File: src/rtl/instr_loader.sv
// Boot-time byte-stream instruction loader: frames START/END markers, packs 4 bytes
// MSB-first into 32-bit imem writes, holds the CPU in reset until done. Option: INSTR_LOADER_RELOAD_EN.
module instr_loader #(
    parameter int        IMEM_DEPTH = 64,
    parameter int        ADDR_W     = 6,
    parameter logic [7:0] START_BYTE = 8'hFE,
    parameter logic [7:0] END_BYTE   = 8'hFF
) (
    input  logic              clk_i,
    input  logic              reset,
    input  logic [7:0]        instr_i,
    output logic              imem_we_o,
    output logic [ADDR_W-1:0] imem_addr_o,
    output logic [31:0]       imem_wdata_o,
    output logic              cpu_rst_o,
    output logic              load_done_o,
    output logic              full_o,
    output logic [ADDR_W:0]   word_count_o
);

    localparam logic [ADDR_W:0] LAST_WORD = (ADDR_W+1)'(IMEM_DEPTH - 1);
    localparam logic [ADDR_W:0] ONE       = (ADDR_W+1)'(1);

    typedef enum logic [1:0] {IDLE, LOAD, DONE} state_t;

    state_t      state;
    logic [1:0]  byte_idx;
    logic [23:0] data_buf;

    // The next write address is the low bits of the word count, so it can never wrap
    // past the last word: the write to IMEM_DEPTH-1 also leaves LOAD.
    always_ff @(posedge clk_i) begin
        if (reset) begin
            state        <= IDLE;
            byte_idx     <= '0;
            data_buf     <= '0;
            imem_we_o    <= 1'b0;
            imem_addr_o  <= '0;
            imem_wdata_o <= '0;
            cpu_rst_o    <= 1'b1;
            load_done_o  <= 1'b0;
            full_o       <= 1'b0;
            word_count_o <= '0;
        end else begin
            imem_we_o <= 1'b0;
            case (state)
                IDLE: begin
                    if (instr_i == START_BYTE) begin
                        state    <= LOAD;
                        byte_idx <= '0;
                    end
                end
                LOAD: begin
                    if (byte_idx == 2'd0 && instr_i == END_BYTE) begin
                        state       <= DONE;
                        cpu_rst_o   <= 1'b0;
                        load_done_o <= 1'b1;
                    end else begin
                        byte_idx <= byte_idx + 2'd1;
                        case (byte_idx)
                            2'd0: data_buf[23:16] <= instr_i;
                            2'd1: data_buf[15:8]  <= instr_i;
                            2'd2: data_buf[7:0]   <= instr_i;
                            default: begin
                                imem_we_o    <= 1'b1;
                                imem_addr_o  <= word_count_o[ADDR_W-1:0];
                                imem_wdata_o <= {data_buf, instr_i};
                                word_count_o <= word_count_o + ONE;
                                if (word_count_o == LAST_WORD) begin
                                    state  <= DONE;
                                    full_o <= 1'b1;
                                end
                            end
                        endcase
                    end
                end
                DONE: begin
`ifdef INSTR_LOADER_RELOAD_EN
                    if (instr_i == START_BYTE) begin
                        state        <= LOAD;
                        byte_idx     <= '0;
                        cpu_rst_o    <= 1'b1;
                        load_done_o  <= 1'b0;
                        full_o       <= 1'b0;
                        word_count_o <= '0;
                    end else begin
                        cpu_rst_o   <= 1'b0;
                        load_done_o <= 1'b1;
                    end
`else
                    cpu_rst_o   <= 1'b0;
                    load_done_o <= 1'b1;
`endif
                end
                default: state <= IDLE;
            endcase
        end
    end

endmodule

File: config.mk
export PLATFORM = sky130hd
export DESIGN_NAME = instr_loader
export DESIGN_NICKNAME = d
export VERILOG_FILES = /design/src/rtl/instr_loader.sv
export SDC_FILE = /design/constraint.sdc
export NUM_CORES = 1
export LEC_CHECK = 0
export CAP_MARGIN = 0
export CELL_PAD_IN_SITES_DETAIL_PLACEMENT = 1
export CELL_PAD_IN_SITES_GLOBAL_PLACEMENT = 1
export CORE_MARGIN = 10
export CORE_UTILIZATION = 39
export CTS_BUF_LIST = sky130_fd_sc_hd__clkbuf_8
export CTS_CLUSTER_SIZE = 28
export DETAILED_ROUTE_END_ITERATION = 10
export PLACE_DENSITY = 0.88
export SYNTH_ARGS = -nofsm -noshare
export SYNTH_HDL_FRONTEND = slang
export SYNTH_SLANG_ARGS = --single-unit
File: constraint.sdc
create_clock -name clk_i -period 1.75 [get_ports clk_i]
set_input_delay 0.35 -clock clk_i [delete_from_list [all_inputs] [get_ports clk_i]]
set_output_delay 0.35 -clock clk_i [all_outputs]
set_load 0.01 [all_outputs]
==> results.md <==
- DRC: 0
- VDD IR-drop max: around 0.44 mV
- Post-synthesis cell area: 2915 um2
- Sequential share of the synthesized area: 0.5288
- CP Buf/Inv Count: 1
- Width of the chip: 106.5 um
- P_leak: between 1 and 1.5 nW
- Critical Path End Type: output port
- Largest net degree at the start of global routing: 45
- Max Freq: between 600 and 700 MHz
- Total power: between 3 and 4 mW
- DRT iter0 DRCs: 83
- Ys async rst share: 0
- Num CTS Buffers: 9
- Clk_lat worst skew: 0.35 ns
- Vias in the first global route: ~2900
- GRT Total Usage: 0.1558
- Top-area cell type share of the netlist area: 0.5288
- Status: finished, final reports clean
- Initial antenna violation count: 0
- Most frequent cells in the layout: nand2_1 (100), dfxtp_1 (72), a21oi_1 (58)
- Worst Hold Class: input pin to flop
- Final worst setup slack: about 0.09 ns
- Synthesis-to-finish area growth: 33.05%
- Synth Area per Inst: between 8 and 9 um2
- CP arrival: 1.31 ns
- Gr ovfl total: 0
- Initial Util: 0.4019
- Diode count: 0
- Synth unique cells: 34
- Longest Clk Path Bufs: 2
- Final Hold Fails: 0
- Top cells by area, synth: dfxtp_1 (53%), nand2_1 (13%), a21oi_1 (10%)
- CTS tree: yes
- Post-DP HPWL: 6.132 mm
- Placer Congestion: 0.8197
- Final setup violation count: 0
- Area of the multi-input gates: ~1200 um2
- Syn Inst Count: 351
- CP top delay family: buffers and inverters
- Critical path peak fanout: 6
- First-pass GRT wire length: 14.15 mm
- Core area: 7253 um2
- Clock Tree Root: clkbuf_8
- Critical-path cell list: clkdlybuf4s50_1
- Rel. slew slack: 0.6653
- H-tree Lvls: 3
- Actual slew at the worst max-slew pin: between 0.5 and 0.6 ns
- Ports: 59
- Max_cap viols: 0
- Final nets: between 400 and 500
- Final Cycle Share: 0.9487
- Critical path's slowest cell: clkdlybuf4s50_1
- Synth warnings: 0
- Vias: 2645
- Pre-antenna DRT Iters: 4
- Die area: 11330 um2
- Dpl ws: -0.2567 ns
- Pwr Density: 828.2 nW/um2
- Final wirelength: 8.501 mm
- Register Area: 1548 um2
- Via density: between 5 and 6
- Routed WL per cell: 16.38 um
- Max-slew violation count: 0
- Unrepaired setup endpoints after global routing: no
- Chip height: 106.5 um
- Main flop type after synthesis: dfxtp_1
- Clk_skew: 0.009923 ns
- Number of fill cells: 895
- Fin crit period: 1.660 ns
- Path type of the worst setup path: flop to output port
- Synth area leader: dfxtp_1
- CTS sink count: 77
- FP Rows: 31
- CP max stage delay: 0.58 ns
- Post-CTS Hold Fix Bufs: 0
- Syn Nets: 366
- WP data required: 1.40 ns
- Commonest non-fill, non-tap cell in the layout: nand2_1
- R2r setup slk: 0.14 ns
- Clock slew at reported path FFs: 0.08 ns
- Post-CTS Setup Bufs: 0
- Detail Route Antenna Nets: 0
- EDFF count, synth: 0
- Fraction of layout cells with a size suffix above 1: 0.1071
- Synth Register Bits: 77
- PortBufs: 58
- Setup crit start kind: flop
-- path summary, 6_finish.rpt --
check,start,end,cells after the start
max,word_count_o[3]$_SDFFE_PP0P_,word_count_o[3],1
min reg2reg,imem_wdata_o[8]$_SDFFE_PP0P_,imem_wdata_o[8]$_SDFFE_PP0P_,2
max reg2reg,state[0]$_SDFFE_PP0P_,imem_we_o$_SDFF_PP0_,5
min,reset,data_buf[17]$_SDFFE_PP0P_,2
-- timing repair --
| item | in CTS | in global routing |
|---|---|---|
| gates resized for setup | 1 | 7 |
| setup endpoints to repair | 1 | 11 |
| gates cloned | 0 | 0 |
-- stage by stage --
stage,std cells,util,setup TNS [ns],cell area [um2],hold WS (ns)
2_1_floorplan,351,-,0,2915,0.4312
3_3_place_gp,503,0.5051,-1.765,3664,0.4426
3_5_place_dp,503,0.5051,-2.348,3664,0.4471
4_1_cts,519,0.5332,0,3867,0.4350
5_1_grt,519,0.5348,0,3879,0.4675
6_report,519,0.5348,0,3879,0.4496
-- power breakdown --
group          switching, mW  internal, mW
sequential          0.000563          1.75
combinational         0.0622        0.0420
clock                  0.630         0.727
total                  0.693          2.52
-- layer usage --
layer	track usage	vias up	wire length, um
met5	0	-	0
met3	0.05797	18	583
li1	-	1289	-
met2	0.2827	55	4469
met1	0.1546	1283	3254
met4	0.07157	0	194
-- cell families (layout without fill, tap and decap cells) --
family	Yosys count	count (layout)	share of synthesized area
simple gates	156	156	0.2253
flops	77	77	0.5288
compound gates	71	71	0.1322
buf+inv	29	98	0.04978
mux	8	8	0.02747
fa+ha+maj	5	5	0.02146
xor+xnor	5	5	0.01502
-- cell usage after synthesis, drive strengths merged, types with 2 or more instances --
cell and number:
nand3 17, nand2b 2, xnor2 3, inv 3, nand4 3, o22ai 2, mux2i 8, buf 16
nand2 102, o21ai 2, and3b 2, xor2 2, nor2b 2, a31oi 3, ha 5, a21oi 58
nor2 21, dfxtp 77, nor3 3, clkbuf 10
-- flip-flops by register name (all words and copies together) (netlist names) --
name	count
byte_idx	2
imem_we_o	1
word_count_o	7
load_done_o	1
imem_wdata_o	32
cpu_rst_o	1
full_o	1
data_buf	24
state	2
imem_addr_o	6
-- area by class of cell --
cell class              instances  share of cell area
flip-flops and latches         77              0.3990
multi-input cells             245              0.3171
repair buffers                 79              0.1968
clock buffers                  11             0.03903
well taps                      99             0.03194
clock inverters                 5             0.01323
inverters                       3            0.002903
Note: power is estimated with default switching activity, not from simulation.
